**src/rtl/mygo_chan_pkg.sv**
```systemverilog
// mygo_chan_pkg: shared constants and helpers for the channel write arbiter
package mygo_chan_pkg;
  localparam int DEF_DATA_WIDTH = 32;
  localparam int MAX_WRITERS = 16;
  localparam int CNT_W = 32;
  function automatic int unsigned wrap_inc(input int unsigned i, input int unsigned n);
    return (i + 1 >= n) ? 0 : i + 1;
  endfunction
endpackage

```
**src/rtl/mygo_rr_pick.sv**
```systemverilog
// mygo_rr_pick: combinational first-set search starting at a rotating pointer
module mygo_rr_pick #(
  parameter int N = 4,
  parameter int IW = 2
) (
  input  logic [N-1:0]  req_i,
  input  logic [IW-1:0] ptr_i,
  output logic [N-1:0]  onehot_o,
  output logic [IW-1:0] idx_o,
  output logic          found_o
);
  logic [N-1:0] rot;
  logic [IW-1:0] off;
  logic [IW:0] sum;
  assign rot = N'({req_i, req_i} >> ptr_i);
  always_comb begin
    found_o = 1'b0;
    off = '0;
    for (int k = N - 1; k >= 0; k--)
      if (rot[k]) begin
        found_o = 1'b1;
        off = IW'(k);
      end
  end
  assign sum = {1'b0, ptr_i} + {1'b0, off};
  assign idx_o = (sum >= (IW + 1)'(N)) ? IW'(sum - (IW + 1)'(N)) : IW'(sum);
  assign onehot_o = found_o ? N'(1) << idx_o : '0;
endmodule

```
**src/rtl/mygo_chan_write_arb.sv**
```systemverilog
// mygo_chan_write_arb: round-robin N-to-1 arbiter feeding one channel FIFO,
// holding the grant through a stall so a pending element is never swapped out.
module mygo_chan_write_arb
  import mygo_chan_pkg::*;
#(
  parameter int NUM_WRITERS = 4,
  parameter int DATA_WIDTH = DEF_DATA_WIDTH
) (
  input  logic                              clk,
  input  logic                              rst,
  input  logic [NUM_WRITERS*DATA_WIDTH-1:0] wr_data,
  input  logic [NUM_WRITERS-1:0]            wr_valid,
  output logic [NUM_WRITERS-1:0]            wr_ready,
  output logic [DATA_WIDTH-1:0]             out_data,
  output logic                              out_valid,
  input  logic                              out_ready,
  output logic [NUM_WRITERS-1:0]            grant,
  output logic [CNT_W-1:0]                  xfer_count
);
  localparam int IW = NUM_WRITERS > 1 ? $clog2(NUM_WRITERS) : 1;
  logic [IW-1:0] prio_ptr_q, prio_ptr_d, lock_idx_q, lock_idx_d;
  logic lock_q, lock_d;
  logic [CNT_W-1:0] xfer_count_q, xfer_count_d;
  logic [NUM_WRITERS-1:0] pick_oh, sel_oh;
  logic [IW-1:0] pick_idx, sel_idx;
  logic pick_found, sel_v, xfer;
  mygo_rr_pick #(.N(NUM_WRITERS), .IW(IW)) u_pick (
    .req_i(wr_valid),
    .ptr_i(prio_ptr_q),
    .onehot_o(pick_oh),
    .idx_o(pick_idx),
    .found_o(pick_found)
  );
  assign sel_idx = lock_q ? lock_idx_q : pick_idx;
  assign sel_oh = lock_q ? NUM_WRITERS'(1) << lock_idx_q : pick_oh;
  assign sel_v = lock_q ? wr_valid[lock_idx_q] : pick_found;
  assign out_valid = !rst && sel_v;
  assign grant = rst ? '0 : sel_oh;
  assign out_data = wr_data[int'(sel_idx) * DATA_WIDTH +: DATA_WIDTH];
  assign xfer = out_valid && out_ready;
  assign wr_ready = {NUM_WRITERS{xfer}} & sel_oh & wr_valid;
  assign xfer_count = xfer_count_q;
  always_comb begin
    prio_ptr_d = prio_ptr_q;
    lock_d = lock_q;
    lock_idx_d = lock_idx_q;
    xfer_count_d = xfer_count_q;
    if (xfer) begin
      lock_d = 1'b0;
      prio_ptr_d = IW'(wrap_inc(32'(sel_idx), NUM_WRITERS));
      xfer_count_d = xfer_count_q + 1'b1;
    end else if (sel_v) begin
      lock_d = 1'b1;
      lock_idx_d = sel_idx;
    end else begin
      lock_d = 1'b0;
    end
  end
  always_ff @(posedge clk) begin
    if (rst) begin
      prio_ptr_q <= '0;
      lock_q <= 1'b0;
      lock_idx_q <= '0;
      xfer_count_q <= '0;
    end else begin
      prio_ptr_q <= prio_ptr_d;
      lock_q <= lock_d;
      lock_idx_q <= lock_idx_d;
      xfer_count_q <= xfer_count_d;
    end
  end
endmodule

```
**config.mk**
```make
export PLATFORM = sky130hd
export DESIGN_NAME = mygo_chan_write_arb
export DESIGN_NICKNAME = d
export VERILOG_FILES = /design/src/rtl/mygo_chan_pkg.sv /design/src/rtl/mygo_rr_pick.sv /design/src/rtl/mygo_chan_write_arb.sv
export SDC_FILE = /design/constraint.sdc
export NUM_CORES = 1
export LEC_CHECK = 0
export CORE_AREA = 5 5 97 99
export CTS_BUF_LIST = sky130_fd_sc_hd__clkbuf_4 sky130_fd_sc_hd__clkbuf_8
export CTS_CLUSTER_DIAMETER = 40
export CTS_CLUSTER_SIZE = 24
export DETAILED_ROUTE_END_ITERATION = 7
export DIE_AREA = 0 0 102 104
export GPL_ROUTABILITY_DRIVEN = 1
export GPL_TIMING_DRIVEN = 0
export PLACE_DENSITY = 0.81
export SLEW_MARGIN = 20
export SYNTH_ARGS = -nofsm -noshare
export SYNTH_HDL_FRONTEND = slang
export SYNTH_HIERARCHICAL = 1
export SYNTH_SLANG_ARGS = --single-unit
```
**constraint.sdc**
```tcl
create_clock -name clk -period 3.7 [get_ports clk]
set_input_delay 0.37 -clock clk [delete_from_list [all_inputs] [get_ports clk]]
set_output_delay 0.37 -clock clk [all_outputs]
set_load 0.005 [all_outputs]
```
== After elaboration in Yosys (flattened, before gate mapping) ==
Cells that the tools add are included.
Storage, ports and cells
  output and inout port bits: 73
  logic and storage cells: 41
  input port bits: 135
  register bits: 37
Cells by class
  $lt $le $gt $ge: 3
  $add $sub $neg: 4
  shift operators: 4
  bitwise logic cells: 3
  reduce and logical (&&, ||, !) cells: 5
  multiplexer cells: 18
Operators by type and width (count)
  $shiftx A128 B8 Y32: 1
  $add A32 B1 Y32 const B: 1
  $mux W2: 7
  $mux W4: 3
  $and A4 B4 Y4: 2
  $shl A1 B2 Y4 const A: 2
  $shr A8 B2 Y4: 1
  $mux W1: 7
  $ge A3 B3 Y1 const B: 2
  $add A2 B1 Y3 const B: 1
  $add A2 B2 Y3: 1
  $lt A2 B3 Y1 const B: 1
  $bmux W1 S2: 1
  $logic_and A1 B1 Y1: 2
  $reduce_and A2 Y1: 1
  $reduce_or A2 Y1: 1
  $sub A2 B1 Y2 const B: 1
  $logic_not A1 Y1: 1
  $not A1 Y1: 1

== Longest topological paths before layout ==
Gate-level depths: netlist of run 1.
  depth after elaboration: 13
  mapped depth: 11
  depth with buffers taken out: 11

== Hierarchy ==
The synthesis of run 1 kept the hierarchy.
Modules (own cells, without submodules)
  mygo_chan_write_arb: sequential area each 740.7 sq um, times used 1, cells an instance 282, area each 2692.6 sq um
  mygo_rr_pick: sequential area each 0.0 sq um, times used 1, cells an instance 38, area each 270.3 sq um

== Worst setup path after synthesis of run 1 ==
OpenSTA, ideal clock, no wires.
  path kind: in2out
  start: in wr_valid[2]
  end: out out_data[0]
  arrival: 2744 ps
  data required time: 3330 ps
  path slack: 586 ps
  stages: 8
  buffers on the path: 2
  cell sequence: buf_2 -> nor3_1 -> a311oi_1 -> o21ai_0 -> ha_1 -> mux2i_1 -> buf_2 -> mux4_2
Between the ends
  cells in the longest elaborated chain, start to end: 10
  elaborated cells between the ends (all ways): 11
  those cells by class: add/sub (2); order compare (1); shift (2); mux (6)
Ends and longest elaborated chain
  start, declared: line mygo_chan_write_arb.sv:12  | input logic [NUM_WRITERS-1:0] wr_valid,
  $shr A8 B2 Y4 *: line mygo_rr_pick.sv:15  | assign rot = N'({req_i, req_i} >> ptr_i);
  $mux W2 (3 in a row): line mygo_rr_pick.sv:20  | if (rot[k]) begin
  $mux W2 *: line mygo_rr_pick.sv:20
  $add A2 B2 Y3 *: line mygo_rr_pick.sv:25  | assign sum = {1'b0, ptr_i} + {1'b0, off};
  $ge A3 B3 Y1 / $sub A2 B1 Y2 (equally long branches): line mygo_rr_pick.sv:26  | assign idx_o = (sum >= (IW + 1)'(N)) ? IW'(sum - (IW + 1)'(N)) : IW'(sum);
  $mux W2 *: line mygo_rr_pick.sv:26
  via pick_idx[0]: line mygo_chan_write_arb.sv:25  | logic [IW-1:0] pick_idx, sel_idx;
  $mux W2 *: line mygo_chan_write_arb.sv:34  | assign sel_idx = lock_q ? lock_idx_q : pick_idx;
  $shiftx A128 B8 Y32 *: line mygo_chan_write_arb.sv:39  | assign out_data = wr_data[int'(sel_idx) * DATA_WIDTH +: DATA_WIDTH];
  end, declared: line mygo_chan_write_arb.sv:14  | output logic [DATA_WIDTH-1:0] out_data,
Mark *: on every way through the listed nets, which the timed path passes. The rest lies on a longest branch.

== Final worst setup path of run 1 ==
  start: in wr_valid[3]
  end: out out_data[0]
The elaborated chain is that of the path after synthesis.

==> results.ini, run 1 <==
[drt]
drc=0
detailroute.via_count=3562
antenna_left=0
wirelength_mm=12.6
first_pass_iters=4
vias_per_cell=5.49
drtIter0Drc=207
wl_per_cell_um=19.4

[yosys]
netlist.top_cell.by_area=dfxtp_1
avgSynthCellArea_um2=9.26
seq_area_frac_synth_pct=25.0
syn_inst=320
synth_edf_count=0
syn_nets=457
async_flop_share_pct=0
synthFlopType=dfxtp_1
netlist.area_leader.share_pct=25.0
ys_types=44
netlist_area_um2=2960
ys_ff_latch=37
yosysWarnings=6
yosys-top-cells-area=dfxtp_1 (25%), mux4_2 (24%), xnor2_1 (4.4%)

[sta]
whs_ns=0.486
report.final.slew_viol_count=0
worst_pin_slew_ns=0.635
rsz0062_at_grt=false
finalHoldViolations=0
timing.fmax_ghz=0.289
min_period_ns=3.46
fin_crit_sh_pct=93.6
fin_worst_skew_ns=0.00436
finalWorstSetupSlack_ns=0.236
maxSlewHeadroom_pct=57.6
setup_viol=0

[clocking]
cts_buffer_depth=2
numClockSinks=37
path_clk_slew_ns=0.07
cts_tree=built
cts_hold_repair.buffers=0
h-tree-depth=2
clk_latency_ns=0.28
cts_made_buffers=5
cts-root-buf=clkbuf_8

[worst_setup_path]
critPathSlowestCell=mux4_2
crit_start=wr_valid[3]
worstPathMaxFanout=10
timing.critical_path.buf_inv=5
crit_type=input port to primary output
worst_setup_path_end_kind=primary output
critPathLaunchType=input port
arrival_ns=3.09
path_cells=dlygate4sd2_1, inv_1, nor3_1, a311oi_1, o21ai_1, ha_2, mux2i_4, buf_4, buf_12, mux4_2, clkdlybuf4s50_1
cp_top_family=buffers and inverters
reg2reg_from=prio_ptr_q[0]
crit_required_ns=3.33
max_stage_delay_ns=0.52

[placed_design]
routabilityCongestion=0.915
io_buffers=207
hpwl_mm=10.5
post-place-ws_ns=-0.833

[hold_path]
min_from=xfer_count[23]
hp-class=flop to flop

[final_layout]
diodes=0
final_net_count=678
drive_gt1_share_pct=12.2
final_util_pct=64.2
synthToLayoutAreaGrowth_pct=83.4

[die]
core_um2=8470
num_rows=34
die_area_um2=10600
io_pins=208
fp.dieW_um=102
start_util_pct=35.0
die_y_um=104

[job]
drv_cap=0

[power_and_ir_drop]
p_leak_nw=1.87
power_density_nw_per_um2=424
ir_drop_mv=0.244

[grt]
overflow=0
grt_use_total_pct=22.8
grt_pass1_vias=3528
grt_start_max_net_pins=11
grt_pass1_wl_mm=19.2
antenna_found_initial=0

[outcome]
status=completed

[per-layer routing]
layer  part of all wire [%]  global-route usage (%)  up-vias
li1                       -                       -     1690
met4                    1.5                    4.31        0
met5                      0                       0        -
met2                     48                    36.1      150
met3                     11                    8.72       16
met1                     40                    29.6     1706
[power by group]
group          internal [mW]  switching, mW
sequential             0.410         0.0202
clock                  0.155          0.135
combinational           1.02          0.567
[sequential cells by signal (all words and copies together), names as in the netlist]
name	cells
xfer_count	32
prio_ptr_q	2
lock_q	1
lock_idx_q	2
[cells by family after synthesis]
kind of cell | Yosys count | share of synthesized area, %
xor gates and xnor gates | 19 | 5.62
buffers and inverters | 28 | 4.35
DFF | 37 | 25.0
AOI/OAI and AO/OA | 55 | 12.0
muxes | 41 | 27.4
adders and majority gates | 2 | 0.844
and+or+nand+nor | 138 | 24.8
[synthesized netlist by cell type (all sizes together) (2+ instances only)]
library cell,count
a211oi,3
a21oi,20
and2,6
and3,2
and4,5
buf,9
clkbuf,10
dfxtp,37
ha,2
inv,9
mux2i,9
mux4,32
nand2,27
nand2b,2
nand3,11
nand4,14
nor2,28
nor2b,3
nor3,6
nor3b,3
nor4,13
nor4b,3
o21ai,13
o31ai,6
or3,9
or4,6
xnor2,15
xor2,4
[final cells by class]
class | instances | area [µm²]
plain buffers | 19 | 171
multi-input cells | 255 | 2130
inverters | 9 | 33.8
fillers | 696 | 3030
repair buffers | 214 | 2130
well taps | 108 | 135
flip-flops and latches | 37 | 741
clock buffers | 7 | 90.1
[through the flow]
step / setup TNS [ns] / cells / total power, mW / area [µm²]
finish: 0 / 649 / 2.31 / 5430
global route: 0 / 649 / 2.43 / 5430
global placement: -23.17 / 635 / 1.84 / 5170
detailed placement: -24.53 / 635 / 1.86 / 5170
floorplan: 0 / 320 / 1.15 / 2960
CTS: -0.0471 / 647 / 2.26 / 5370
[layout by cell type, fill, tap and decap left out, types with 2 or more instances in the layout]
cell type	Yosys	final
a21oi_1	20	19
dlymetal6s2s_1	0	3
xor2_1	4	4
nand2b_1	2	2
clkbuf_1	9	6
buf_12	0	2
mux2i_1	9	8
clkbuf_8	0	9
nor4_1	13	13
o21ai_1	0	2
clkdlybuf4s50_1	0	200
nor2_1	28	28
nor3_1	6	6
buf_6	2	4
nand2_1	27	27
mux4_2	32	32
a211oi_1	3	3
nand4_1	14	14
dfxtp_1	37	37
o21ai_0	13	11
dlygate4sd2_1	0	4
buf_2	6	2
nor2b_1	3	3
or4_1	6	6
buf_4	0	6
nor3b_1	3	3
and3_1	2	2
and2_1	6	6
inv_1	9	9
or3_1	9	9
xnor2_1	15	14
nand3_1	11	11
o31ai_1	6	6
and4_1	5	5
nor4b_2	0	2
[worst paths after layout]
| check | endpoint | slack, ns | cells after the start |
|---|---|---|---|
| worst min register to register | xfer_count[23] | 0.49 | 1 |
| worst max-delay path | out_data[0] | 0.24 | 11 |
| worst min-delay path | xfer_count[23] | 0.49 | 1 |
| worst max register to register | prio_ptr_q[1] | 1.40 | 13 |
[what timing repair did]
| item | in CTS | in global routing |
|---|---|---|
| setup buffers | 5 | 2 |
| endpoints found under the setup margin | 35 | 36 |
| gates resized for setup | 25 | 14 |
| pin swaps | 1 | 0 |
No activity file was read; power rests on OpenSTA's default activity.
==> run 2: changes to the inputs <==
Settings changed: GPL_ROUTABILITY_DRIVEN 1 to 0.
Clock period 3.7 ns to 3.5 ns, I/O delays scaled along.
==> run 2 against run 1 <==
  * Utilization is 1.2 points higher
  * Die area is the same
  * Global-route usage is 0.79 points higher
  * Hold slack better by 0.0080 ns
  * Clock-buffer cell count did not move
  * Highest routed layer unchanged
==> results.ini, run 2 (synthesized netlist as in run 1, its figures left out) <==
[outcome]
status=completed

[die]
io_pins=208
core_um2=8470
die_y_um=104
num_rows=34
start_util_pct=35.0
fp.dieW_um=102
die_area_um2=10600

[power_and_ir_drop]
power_frac_clock_pct=12.8
pwr-share-comb_pct=69.2
p_sw_mw=0.814
swShare_pct=31.8
power_density_nw_per_um2=461
ir_drop_mv=0.282
power.internal_mw=1.74
power.sequential.fraction_pct=18.0
p_leak_nw=1.94

[hold_path]
hp-class=flop to flop
min_path_cells=2
min_to=xfer_count[21]
min_from=xfer_count[21]

[clocking]
clk_latency_ns=0.29
numClockSinks=37
cts_buffer_depth=2
cts_tree=built
cts_hold_repair.buffers=0
cts-root-buf=clkbuf_8
path_clk_slew_ns=0.07
h-tree-depth=2
cts_made_buffers=5

[final_layout]
final_common_cell=clkdlybuf4s50_1
diodes=0
multiInputGateArea_um2=2160
n_fill_cell=679
final_net_count=681
largest_reg_flops=32
layout_common_cells=clkdlybuf4s50_1 (194), dfxtp_1 (35), mux4_2 (32)
seq_area_um2=743
drive_gt1_share_pct=13.8
final_util_pct=65.4
synthToLayoutAreaGrowth_pct=87.0

[worst_setup_path]
crit_start=prio_ptr_q[0]
worstPathMaxFanout=9
arrival_ns=3.04
crit_required_ns=3.15
critPathLaunchType=flop
worst_setup_path_end_kind=primary output
rrSetupSlack_ns=1.15
crit_type=flop to primary output
reg2reg_from=prio_ptr_q[0]
r2r_end=prio_ptr_q[1]
r2r_cells=13

[sta]
timing.fmax_ghz=0.295
fin_worst_skew_ns=0.00324
finalHoldViolations=0
setup_viol=0
report.final.slew_viol_count=0
finalWorstSetupSlack_ns=0.111
worst_pin_slew_ns=0.626
fin_crit_sh_pct=96.8
finalSetupTns_ns=0
maxSlewHeadroom_pct=58.3
min_period_ns=3.39

[drt]
wl_per_cell_um=19.7
antenna_left=0
vias_per_cell=5.50
detailroute.via_count=3590
drtIter0Drc=154
wirelength_mm=12.9
first_pass_iters=5
drc=0

[job]
drv_cap=0

[grt]
antenna_found_initial=0
grt_pass1_vias=3589
grt_pass1_wl_mm=19.5
grt_start_max_net_pins=12
overflow=0
grt_use_total_pct=23.6

[placed_design]
post-place-ws_ns=-1.03
hpwl_mm=10.5
io_buffers=207

==> run 2: per-stage QoR <==
step                std cells  cell area, µm²  power, mW  hold slack, ns
CTS                       652            5470       2.55           0.490
detailed placement        635            5170       1.98           0.480
floorplan                 320            2960       1.22           0.429
global placement          635            5170       1.95           0.471
finish                    653            5540       2.56           0.494
global route              653            5540       2.69           0.530
==> run 2: how the worst max path moves through the flow <==
stage / slack [ns] / cells after the start / end
floorplan: 0.43 / 8 / out_data[0]
global placement: -0.95 / 12 / out_data[5]
detailed placement: -1.03 / 11 / out_data[5]
CTS: 0.07 / 11 / wr_ready[1]
global route: -0.03 / 12 / wr_ready[2]
finish: 0.11 / 12 / out_data[11]
==> run 2: cell type report <==
class                      count  area share, %
clock buffer                   7           1.74
timing repair buffer         217           39.6
clock inverter                 1         0.0904
multi-input combinational    255           39.1
inverter                       9          0.610
sequential                    37           13.4
tap                          108           2.44
buffer                        19           3.03
==> run 2: what timing repair did <==
action,in CTS,in global routing
setup endpoints to repair,37,29
buffers inserted,6,1
cloned,3,0
gates resized for setup,37,17
hold endpoints to repair,0,0
pin swaps,1,0
==> run 2: power groups by stage <==
stage                     registers, mW  logic [mW]  clock network, mW
after floorplan                   0.458       0.761                  0
after global placement            0.461        1.49                  0
after detailed placement          0.463        1.52                  0
after CTS                         0.454        1.76              0.336
after global routing              0.462        1.87              0.355
final                             0.460        1.77              0.327
==> run 2: routing by layer <==
layer	GRT usage, %	vias up	part of all wire [%]
met2	37.6	168	48
met4	6.28	0	2.2
li1	-	1691	-
met5	0	-	0
met1	30.0	1709	39
met3	8.58	22	10
==> run 2: worst max-delay path, cell delays in order, from the launching register on <==
cell and delay (ns):
dfxtp_2 0.34, buf_6 0.13, nor2b_1 0.14, a221oi_1 0.25
o21ai_1 0.10, ha_2 0.23, xnor2_4 0.15, xnor2_2 0.16
a21oi_4 0.18, buf_12 0.14, clkbuf_8 0.15, mux4_2 0.29
clkdlybuf4s50_1 0.48
==> run 3: changes to the inputs <==
Settings changed: CAP_MARGIN set to 30, PLACE_DENSITY 0.81 to not set, PLACE_DENSITY_LB_ADDON set to 0.3.
==> run 3 against run 2 <==
  * Hold slack lost 0.0092 ns
  * Utilization decreased by 0.34 points
  * Clock-buffer cell count stayed put
  * Register-to-register slack improved by 0.05 ns
  * Wire length grew 2.4%
  * Flip-flop and latch count unchanged
  * Total power shrank 4.1%
  * Sequential share of layout area barely moved
  * Critical path type is now input port to primary output
  * Largest cell class unchanged
==> results.ini, run 3 (synthesized netlist as in run 1, its figures left out) <==
[outcome]
status=completed

[drt]
drtIter0Drc=161
antenna_left=0
wirelength_mm=13.2
wl_per_cell_um=20.3
drc=0
vias_per_cell=5.58
first_pass_iters=4
detailroute.via_count=3627

[grt]
grt_start_max_net_pins=11
grt_pass1_vias=3606
grt_pass1_wl_mm=20.0
antenna_found_initial=0
overflow=0
grt_use_total_pct=24.0

[clocking]
numClockSinks=37
clk_latency_ns=0.29
cts_buffer_depth=2
cts_made_buffers=5
path_clk_slew_ns=0.07
cts-root-buf=clkbuf_8
cts_tree=built
h-tree-depth=2

[worst_setup_path]
worstPathMaxFanout=10
r2r_end=prio_ptr_q[1]
arrival_ns=3.10
rrSetupSlack_ns=1.20
critPathLaunchType=input port
worst_setup_path_end_kind=primary output
crit_required_ns=3.15
r2r_cells=12
crit_type=input port to primary output
reg2reg_from=prio_ptr_q[1]

[hold_path]
min_from=xfer_count[31]
hp-class=flop to flop
min_path_cells=2
min_to=xfer_count[31]

[sta]
rsz0062_at_grt=true
finalHoldViolations=0
worst_pin_slew_ns=0.634
report.final.slew_viol_count=0
maxSlewHeadroom_pct=57.3
setup_viol=0
min_period_ns=3.45
timing.fmax_ghz=0.290
fin_crit_sh_pct=98.5
fin_worst_skew_ns=0.00565

[die]
die_area_um2=10600
die_y_um=104
core_um2=8470
num_rows=34
start_util_pct=35.0
fp.dieW_um=102
io_pins=208

[final_layout]
synthToLayoutAreaGrowth_pct=86.0
drive_gt1_share_pct=12.9
final_util_pct=65.1
finalNonFillerCells=650
diodes=0
final_net_count=679
layout_common_cells=clkdlybuf4s50_1 (174), dfxtp_1 (37), mux4_2 (32)
largest_reg_flops=32
final_common_cell=clkdlybuf4s50_1

[power_and_ir_drop]
p_leak_nw=2.05
ir_drop_mv=0.248
power_density_nw_per_um2=445

[job]
drv_cap=0

[placed_design]
hpwl_mm=10.8
dp_cells=635
io_buffers=207

run 3: changes by cell type in the layout (fill, tap and decap cells not counted), moves of 2 or more:
cell,change
dlygate4sd2_1,+7
dfxtp_2,-2
clkdlybuf4s50_1,-20
dlymetal6s2s_1,+14
nor2b_1,-2
buf_6,+2
clkbuf_8,-6
dfxtp_1,+2
nor2b_2,+2
run 3: where the power goes:
| group | leakage, nW | switching [mW] | internal (mW) |
|---|---|---|---|
| logic | 1.70 | 0.632 | 1.05 |
| registers | 0.299 | 0.0224 | 0.434 |
| clock network | 0.0477 | 0.147 | 0.164 |
run 3: how the worst max path moves through the flow:
| stage | start | to | slack [ns] | cells after the start |
|---|---|---|---|---|
| floorplan | wr_valid[2] | out_data[0] | 0.43 | 8 |
| global placement | wr_valid[2] | out_data[17] | -0.94 | 10 |
| detailed placement | wr_valid[0] | out_data[30] | -1.0 | 11 |
| CTS | wr_valid[0] | out_data[7] | 0.01 | 10 |
| global route | wr_valid[2] | wr_ready[2] | -0.03 | 9 |
| finish | wr_valid[2] | wr_ready[0] | 0.05 | 9 |
run 3: repair_timing:
action	in CTS	in global routing
buffers inserted	7	1
resized for setup	37	37
hold endpoints to repair	0	0
pin swaps	2	1
hold buffers	0	0
endpoints found under the setup margin	37	28
run 3: layer usage:
layer / vias up / track usage (%) / wire length (µm)
met5: - / 0 / 0
met4: 0 / 6.19 / 345
met3: 29 / 5.77 / 983
met2: 153 / 38.5 / 6180
met1: 1754 / 32.2 / 5690
li1: 1691 / - / -
run 3: critical path, stage by stage:
cell	delay (ns)
dlygate4sd2_1	0.28
buf_6	0.15
nor4_1	0.58
inv_1	0.12
o21ba_2	0.27
nand2_1	0.24
clkbuf_1	0.52
nor4b_2	0.09
clkdlybuf4s50_1	0.49
run 3: final cells by class:
cell class / count / area [µm²]
plain buffers: 19 / 180
clock buffers: 7 / 90.1
fillers: 654 / 2960
inverters: 9 / 33.8
multi-input cells: 255 / 2140
flip-flops and latches: 37 / 741
well taps: 108 / 135
repair buffers: 215 / 2190
run 3: through the flow:
step	setup WS, ns	total power, mW	hold WS, ns	TNS, ns	instance area [µm²]
floorplan	0.426	1.22	0.429	0	2960
global placement	-0.945	1.96	0.470	-28.34	5170
detailed placement	-0.997	1.99	0.483	-30.11	5170
CTS	0.0124	2.42	0.492	0	5400
global route	-0.0316	2.57	0.521	-0.0518	5510
finish	0.0523	2.45	0.485	0	5510
